### config.mk
export PLATFORM = sky130hd
export DESIGN_NAME = mem_wb_pipe
export DESIGN_NICKNAME = d
export VERILOG_FILES = /design/src/rtl/mem_wb_pipe_pkg.sv /design/src/rtl/mem_wb_pipe_wreg_collide.sv /design/src/rtl/mem_wb_pipe.sv
export SDC_FILE = /design/constraint.sdc
export NUM_CORES = 1
export LEC_CHECK = 0
export ABC_AREA = 1
export CORE_MARGIN = 2
export CORE_UTILIZATION = 25
export DETAILED_ROUTE_END_ITERATION = 12
export SETUP_SLACK_MARGIN = 0.2
export SYNTH_ARGS = -nofsm -noshare
export SYNTH_HDL_FRONTEND = slang
export SYNTH_HIERARCHICAL = 1
export SYNTH_SLANG_ARGS = --single-unit
export TNS_END_PERCENT = 10
### constraint.sdc
create_clock -name clk -period 0.8 [get_ports clk]
set_input_delay 0.16 -clock clk [delete_from_list [all_inputs] [get_ports clk]]
set_output_delay 0.16 -clock clk [all_outputs]
set_load 0.02 [all_outputs]
### src/rtl/mem_wb_pipe_pkg.sv
`default_nettype none
// ============================================================================
// Module      : mem_wb_pipe_pkg
// Description : Shared constants and MEM/WB stage action encoding.
// Revision    : 1.0 - initial release
// ============================================================================
package mem_wb_pipe_pkg;

    localparam logic Stop         = 1'b1;
    localparam logic NoStop       = 1'b0;
    localparam logic WriteEnable  = 1'b1;
    localparam logic WriteDisable = 1'b0;

    localparam int RegBusW     = 32;
    localparam int RegAddrBusW = 5;

    localparam logic [RegBusW-1:0]     ZeroWord   = '0;
    localparam logic [RegAddrBusW-1:0] NOPRegAddr = '0;

    typedef enum logic [1:0] {
        MemWbActFlush   = 2'd0,
        MemWbActBubble  = 2'd1,
        MemWbActCapture = 2'd2,
        MemWbActHold    = 2'd3
    } mem_wb_act_e;

    // Flush beats any stall; a bubble is inserted only when downstream keeps moving.
    function automatic mem_wb_act_e mem_wb_decode(input logic flush,
                                                  input logic stall_cur,
                                                  input logic stall_next);
        if (flush)
            return MemWbActFlush;
        if (stall_cur == Stop && stall_next == NoStop)
            return MemWbActBubble;
        if (stall_cur == NoStop)
            return MemWbActCapture;
        return MemWbActHold;
    endfunction

endpackage
`default_nettype wire

### src/rtl/mem_wb_pipe_wreg_collide.sv
`default_nettype none
// ============================================================================
// Module      : wreg_collide
// Description : Same-bundle GPR write collision resolution; the highest
//               channel writing a given address keeps its enable.
// Revision    : 1.0 - initial release
// ============================================================================
module wreg_collide
#(
    parameter int NCH = 2,
    parameter int AW  = 5
)(
    input  logic [NCH-1:0]    i_wreg,
    input  logic [NCH*AW-1:0] i_wd,
    output logic [NCH-1:0]    o_wreg
);

    always_comb begin
        o_wreg = i_wreg;
        for (int i = 0; i < NCH; i++) begin
            for (int j = i + 1; j < NCH; j++) begin
                if (i_wreg[i] && i_wreg[j] && (i_wd[i*AW +: AW] == i_wd[j*AW +: AW]))
                    o_wreg[i] = 1'b0;
            end
        end
    end

endmodule
`default_nettype wire

### src/rtl/mem_wb_pipe.sv
`default_nettype none
// ============================================================================
// Module      : mem_wb_pipe
// Description : MEM/WB pipeline register with flush, stage-valid, write
//               collision resolution and $zero write suppression.
//               Optional perf counters: MEM_WB_PERF_CNT_EN.
// Revision    : 1.0 - initial release
// ============================================================================
module mem_wb_pipe
    import mem_wb_pipe_pkg::*;
#(
    parameter int NCH       = 2,
    parameter int DW        = 32,
    parameter int AW        = 5,
    parameter int STAGE_IDX = 4
)(
    input  logic              clk,
    input  logic              rst,
    input  logic [5:0]        stall,
    input  logic              flush,
    input  logic              mem_valid,
    input  logic [NCH-1:0]    mem_wreg,
    input  logic [NCH*AW-1:0] mem_wd,
    input  logic [NCH*DW-1:0] mem_wdata,
    input  logic              mem_whilo,
    input  logic [DW-1:0]     mem_hi,
    input  logic [DW-1:0]     mem_lo,
    input  logic              mem_LLbit_we,
    input  logic              mem_LLbit_value,
    input  logic              mem_cp0_reg_we,
    input  logic [4:0]        mem_cp0_reg_write_addr,
    input  logic [DW-1:0]     mem_cp0_reg_data,
    output logic              wb_valid,
    output logic [NCH-1:0]    wb_wreg,
    output logic [NCH*AW-1:0] wb_wd,
    output logic [NCH*DW-1:0] wb_wdata,
    output logic              wb_whilo,
    output logic [DW-1:0]     wb_hi,
    output logic [DW-1:0]     wb_lo,
    output logic              wb_LLbit_we,
    output logic              wb_LLbit_value,
    output logic              wb_cp0_reg_we,
    output logic [4:0]        wb_cp0_reg_write_addr,
    output logic [DW-1:0]     wb_cp0_reg_data,
    output logic [15:0]       perf_bubble_cnt,
    output logic [15:0]       perf_hold_cnt
);

    typedef struct packed {
        logic              valid;
        logic [NCH-1:0]    wreg;
        logic [NCH*AW-1:0] wd;
        logic [NCH*DW-1:0] wdata;
        logic              whilo;
        logic [DW-1:0]     hi;
        logic [DW-1:0]     lo;
        logic              llbit_we;
        logic              llbit_value;
        logic              cp0_we;
        logic [4:0]        cp0_addr;
        logic [DW-1:0]     cp0_data;
    } bundle_t;

    mem_wb_act_e    w_act;
    logic [NCH-1:0] w_wreg_res;
    logic [NCH-1:0] w_wd_nz;
    bundle_t        w_cap;
    bundle_t        w_next;
    bundle_t        r_bundle;
    logic           w_unused_stall;

    assign w_act          = mem_wb_decode(flush, stall[STAGE_IDX], stall[STAGE_IDX+1]);
    assign w_unused_stall = ^stall;

    wreg_collide #(
        .NCH (NCH),
        .AW  (AW)
    ) u_wreg_collide (
        .i_wreg (mem_wreg),
        .i_wd   (mem_wd),
        .o_wreg (w_wreg_res)
    );

    generate
        for (genvar gi = 0; gi < NCH; gi++) begin : g_zero_sup
            assign w_wd_nz[gi] = (mem_wd[gi*AW +: AW] != '0);
        end
    endgenerate

    // Data is captured even for an invalid slot; only the enables are killed.
    always_comb begin
        w_cap             = '0;
        w_cap.valid       = mem_valid;
        w_cap.wreg        = w_wreg_res & w_wd_nz & {NCH{mem_valid}};
        w_cap.wd          = mem_wd;
        w_cap.wdata       = mem_wdata;
        w_cap.whilo       = mem_whilo & mem_valid;
        w_cap.hi          = mem_hi;
        w_cap.lo          = mem_lo;
        w_cap.llbit_we    = mem_LLbit_we & mem_valid;
        w_cap.llbit_value = mem_LLbit_value;
        w_cap.cp0_we      = mem_cp0_reg_we & mem_valid;
        w_cap.cp0_addr    = mem_cp0_reg_write_addr;
        w_cap.cp0_data    = mem_cp0_reg_data;
    end

    always_comb begin
        w_next = r_bundle;
        case (w_act)
            MemWbActFlush,
            MemWbActBubble:  w_next = '0;
            MemWbActCapture: w_next = w_cap;
            default:         w_next = r_bundle;
        endcase
    end

    always_ff @(posedge clk or negedge rst) begin
        if (!rst)
            r_bundle <= '0;
        else
            r_bundle <= w_next;
    end

    assign wb_valid              = r_bundle.valid;
    assign wb_wreg               = r_bundle.wreg;
    assign wb_wd                 = r_bundle.wd;
    assign wb_wdata              = r_bundle.wdata;
    assign wb_whilo              = r_bundle.whilo;
    assign wb_hi                 = r_bundle.hi;
    assign wb_lo                 = r_bundle.lo;
    assign wb_LLbit_we           = r_bundle.llbit_we;
    assign wb_LLbit_value        = r_bundle.llbit_value;
    assign wb_cp0_reg_we         = r_bundle.cp0_we;
    assign wb_cp0_reg_write_addr = r_bundle.cp0_addr;
    assign wb_cp0_reg_data       = r_bundle.cp0_data;

`ifdef MEM_WB_PERF_CNT_EN
    logic [15:0] r_bubble_cnt;
    logic [15:0] r_hold_cnt;

    always_ff @(posedge clk or negedge rst) begin
        if (!rst) begin
            r_bubble_cnt <= '0;
            r_hold_cnt   <= '0;
        end else begin
            if ((w_act == MemWbActFlush || w_act == MemWbActBubble) && r_bubble_cnt != 16'hFFFF)
                r_bubble_cnt <= r_bubble_cnt + 16'd1;
            if (w_act == MemWbActHold && r_hold_cnt != 16'hFFFF)
                r_hold_cnt <= r_hold_cnt + 16'd1;
        end
    end

    assign perf_bubble_cnt = r_bubble_cnt;
    assign perf_hold_cnt   = r_hold_cnt;
`else
    assign perf_bubble_cnt = '0;
    assign perf_hold_cnt   = '0;
`endif

endmodule
`default_nettype wire

# --- After elaboration in Yosys (flattened, before gate mapping) ---
# Index checks and enable logic that the tools add are counted.
word_totals:
  reg_bits: 182
  output_inout_bits: 214
  in_bits: 191
  elab_cells: 43
op_classes:
  n_reduce_logical: 8
  n_eq_ne: 3
  muxes: 14
  bitwise_logic: 6
ops:
  columns: ["operator", "n"]
  rows:
  - ["182-bit one-hot mux with 2 select lines", 1]
  - ["2-bit 2-to-1 mux", 6]
  - ["5-bit nonzero test", 2]
  - ["1-bit 2-to-1 mux", 7]
  - ["5-bit equality test", 1]
  - ["2-bit AND", 2]
  - ["1-bit AND", 3]
  - ["1-bit logical AND", 3]
  - ["2-bit by 1-bit equality test with 1-bit output, second input constant", 1]
  - ["2-bit equality test, second input constant", 1]
  - ["2-bit zero test", 1]
  - ["2-bit nonzero test", 1]
  - ["2-bit OR reduction", 1]
  - ["1-bit NOT", 1]

# --- Logic depth before layout (Yosys ltp) ---
depth:
  ltp_word: 12
  mapped_depth: 10
  ltp_nobuf: 10

# --- Modules after synthesis ---
# Netlist, hierarchy kept.
modules_own_cells:
  columns: ["module", "seq_area_each_um2", "n_inst", "area_per_inst_um2", "cells_per_inst"]
  rows:
  - ["mem_wb_pipe", 4554.4, 1, 7104.3, 815]
  - ["wreg_collide", 0.0, 1, 116.4, 29]

# --- Worst setup path before layout ---
# Ideal clock, no wire load.
synth_path:
  path_type: "input to register"
  startpoint: "input flush"
  endpoint: "register r_bundle, in the netlist wb_wdata[10]"
  required_ns: 0.735
  arrival_time_ns: 0.781
  stages: 5
  path_buffers: 2
  setup_ns: 0.065
  path_slack_ns: -0.046
  cell_sequence: "nor2_2 -> buf_2 -> buf_2 -> nand2_1 -> nand2_1"
synth_between:
  elab_chain_cells: 5
  word_cells_on_any_way: 8
  classes_between: "eq/ne: 2; mux: 3; reduce/logical: 3"
synth_rtl:
  columns: ["element", "line_no", "rtl"]
  rows:
  - ["start, declared", "mem_wb_pipe.sv:20", "input logic flush,"]
  - ["1-bit 2-to-1 mux *", "mem_wb_pipe_pkg.sv:31", "if (flush)"]
  - ["2-bit 2-to-1 mux *", "mem_wb_pipe_pkg.sv:33", "if (stall_cur == Stop && stall_next == NoStop)"]
  - ["2-bit by 1-bit equality test with 1-bit output or 2-bit zero test (tied branches)", "mem_wb_pipe.sv:109", "case (w_act)"]
  - ["2-bit OR reduction", "mem_wb_pipe.sv:109", null]
  - ["182-bit one-hot mux with 2 select lines or 2-bit nonzero test (tied branches)", null, null]
  - ["end signal, assigned", "mem_wb_pipe.sv:121", "r_bundle <= w_next;"]
  - ["end, declared", "mem_wb_pipe.sv:69", "bundle_t r_bundle;"]
# Every way passes the cells marked *; elsewhere a longest branch is shown, timed or not.
# A chain may end at the register's enable or synchronous reset.

# --- Worst setup path after layout ---
layout_path:
  startpoint: "register r_bundle, in the netlist wb_cp0_reg_data[12]"
  endpoint: "output wb_cp0_reg_data[12]"
layout_lines:
  columns: ["element", "line_no", "rtl"]
  rows:
  - ["end, declared", "mem_wb_pipe.sv:44", "output logic [DW-1:0] wb_cp0_reg_data,"]
# No word-level cell between the ends.

==> results.py <==
metrics = {
    "pwr": {
        "p_leak_uw": 0.00702,
        "power_density_nw_per_um2": 1720,
        "peakVddDrop_uv": 1180,
        "power_uw": 21900,
    },
    "clocking": {
        "cts_tree": "yes",
        "cts_buffers": 17,
        "cts_buffer_depth": 2,
        "cts_root_buf": "clkbuf_16",
        "h-tree-depth": 4,
        "clock_sinks": 182,
        "clkLatencyLatePin_ps": 430,
        "path_clk_slew_ps": 70,
    },
    "layout": {
        "design_area_um2": 12700,
        "nNetsFinal": 1499,
        "syn2layout_area_growth_pct": 75.8,
        "antennaDiodeCount": 0,
        "drive_gt1_share_pct": 28.3,
        "utilization_pct": 44.5,
        "fillCellCount": 2871,
    },
    "route": {
        "dr.pass1.iters": 4,
        "drt-total-wl_um": 23800,
        "wl_per_cell_um": 14.0,
        "num_vias": 6797,
        "viasPerCell": 3.99,
        "first_iter_violations": 277,
        "drc": 0,
        "postRouteAntennaNets": 0,
    },
    "critical_path": {
        "crit_arrival_ps": 1000,
        "crit_path_start_kind": "flop",
        "cp_data_required_time_ps": 640,
        "critPathBufInv": 1,
        "slowest_delay_ps": 420,
        "critPathTopFamily": "flip-flops",
        "crit_slowest_cell": "dfrtp_1",
        "criticalPathCategory": "reg -> out",
        "crit_chain": "buf_6",
        "critPathCaptureType": "primary output",
        "critPathMaxFanout": 2,
    },
    "floorplanning": {
        "initial_core_util_pct": 25.3,
        "core.rowCount": 62,
        "fp.dieH_um": 174,
        "ioPinCount": 405,
        "dieArea_um2": 30300,
        "die_w_um": 174,
        "core-area_um2": 28500,
    },
    "timing": {
        "fin_ws_ps": -355,
        "drv_slew": 0,
        "period_needed_ps": 1160,
        "holdWs_ps": -395,
        "hold_viol_final": 182,
        "fin_skew_ps": 0,
        "grt_setup_unrepaired": "true",
        "period_share_pct": 144,
        "fmax_mhz": 866,
        "finalSetupViolCount": 192,
    },
    "hold_path": {
        "min_path_type": "in -> async",
    },
    "yosys": {
        "synth_adder_area_share_pct": 0,
        "ys_seq_area_share_pct": 63.1,
        "muxShareOfSynthArea_pct": 0,
        "synthSimpleGateAreaFrac_pct": 29.7,
        "synth_cells": 844,
        "yosysWarnings": 6,
        "synth-compound-area-share_pct": 0.277,
        "synth_top_family_by_area": "simple AND/OR/NAND/NOR gates",
        "syn_area_um2": 7220,
        "synthXorXnorAreaFrac_pct": 0,
        "yosysUniqueCellTypes": 13,
        "ys_seq_elements": 182,
        "syn_avg_cell_area_um2": 8.56,
    },
    "global_route": {
        "grt.total_usage_pct": 15.5,
        "grt_pass1_vias": 6716,
        "gr-total-overflow": 0,
        "grt_pass1_wl_um": 36700,
        "grt_max_degree": 41,
        "antenna_found_initial": 0,
    },
    "outcome": {
        "violations": "hold timing, setup timing",
        "status": "complete, but fails checks",
    },
    "placement": {
        "hpwl_um": 17700,
        "placed_area_um2": 11900,
        "gp_congestion": 0.804,
        "post-place-ws_ps": -800,
        "portBuffers": 368,
    },
    "job": {
        "maxCapViolCount": 0,
    },
}
## routing by layer
metal	global-route usage [%]	part of all wire, %	vias up	wire length (um)
met5	0	0	-	0
met1	19.1	43	3187	10200
met3	4.24	5.6	20	1330
met4	4.76	1.4	0	343
li1	-	-	3382	-
met2	26.4	50	208	11900
## cell families (layout without fill, tap and decap cells)
kind of cell / Yosys count / in the layout
simple gates: 569 / 569
flops: 182 / 182
buf+inv: 88 / 533
compound gates: 4 / 4
other cells: 1 / 32
## through the flow
| step | cells | hold WS, ps | TNS, ps |
|---|---|---|---|
| after detailed placement | 1645 | 61.2 | -191970 |
| after floorplan | 875 | -136 | 0 |
| after CTS | 1688 | -414 | -66030 |
| after global placement | 1645 | 52.4 | -189000 |
| final | 1704 | -395 | -59760 |
| after global routing | 1704 | -415 | -68730 |
## synth_stat cells
master      n  area (um2)
buf_2      37         185
conb_1      1        3.75
o21ai_1     1        5.00
nor2_1      9        33.8
nand3_1     3        15.0
inv_1      16        60.1
o21ai_0     2        10.0
clkbuf_1    2        7.51
buf_4      33         248
a21oi_1     1        5.00
dfrtp_1   182        4550
nand2_1   556        2090
nor2_2      1        6.26
## power breakdown
group          total (uW)  leakage (uW)  internal [uW]  switching (uW)
clock network        8020      0.000262           4230            3800
logic                3950       0.00432           2040            1910
registers            9910       0.00244           9630             283
## what timing repair did
item	4_1_cts	5_1_grt
resized for setup	866	147
setup buffers	12	16
gates cloned	0	0
endpoints found under the setup margin	364	361
pin swaps	19	123
hold endpoints to repair	182	182
## placed cells by master, fill, tap and decap left out
cell             instances
nand3_1                  3
clkbuf_16               17
nand2_8                  1
nor2_1                   8
buf_4                   94
clkinv_2                 3
inv_1                   16
nand2_1                519
buf_6                  124
buf_2                   68
clkbuf_1                 1
buf_8                    3
buf_12                  13
o21ai_1                  3
clkinv_4                 2
dfrtp_1                182
inv_6                    2
dlymetal6s2s_1           9
clkinvlp_4               3
nor2_4                   2
clkdlybuf4s50_1        173
conb_1                  32
buf_16                   2
a21oi_1                  1
nand2_2                 35
nand2_4                  1
clkbuf_8                 3
## worst paths after layout
| kind | startpoint | to | slack [ps] | cells past startpoint |
|---|---|---|---|---|
| worst min-delay path | rst | wb_lo[19]$_DFFE_PN0P_ | -400 | 1 |
| max in group asynchronous | rst | wb_wdata[1]$_DFFE_PN0P_ | 680 | 2 |
| min in group clk | mem_wd[8] | wb_wd[8]$_DFFE_PN0P_ | 60 | 3 |
| worst max-delay path | wb_cp0_reg_data[12]$_DFFE_PN0P_ | wb_cp0_reg_data[12] | -360 | 1 |
| worst min register to register | wb_wdata[33]$_DFFE_PN0P_ | wb_wdata[33]$_DFFE_PN0P_ | 460 | 2 |
| worst max register to register | wb_hi[29]$_DFFE_PN0P_ | wb_hi[29]$_DFFE_PN0P_ | -50 | 4 |
## sequential cells by signal, summed over array words and instances (netlist names)
register and cells:
wb_LLbit_we 1, wb_cp0_reg_data 32, wb_cp0_reg_write_addr 5, wb_lo 32, wb_hi 32, wb_valid 1
wb_whilo 1, wb_wd 10, wb_wdata 64, wb_LLbit_value 1, wb_wreg 2, wb_cp0_reg_we 1
## area by class of cell
type	instances	area [um2]	share of cell area (%)
sequential	182	4550	35.9
clock buffer	21	470	3.71
clock inverter	10	72.6	0.572
inverter	16	60.1	0.473
tap	384	480	3.79
multi-input combinational	605	2410	19.0
timing repair buffer	486	4650	36.6
Note: power is estimated with default switching activity, not from simulation.
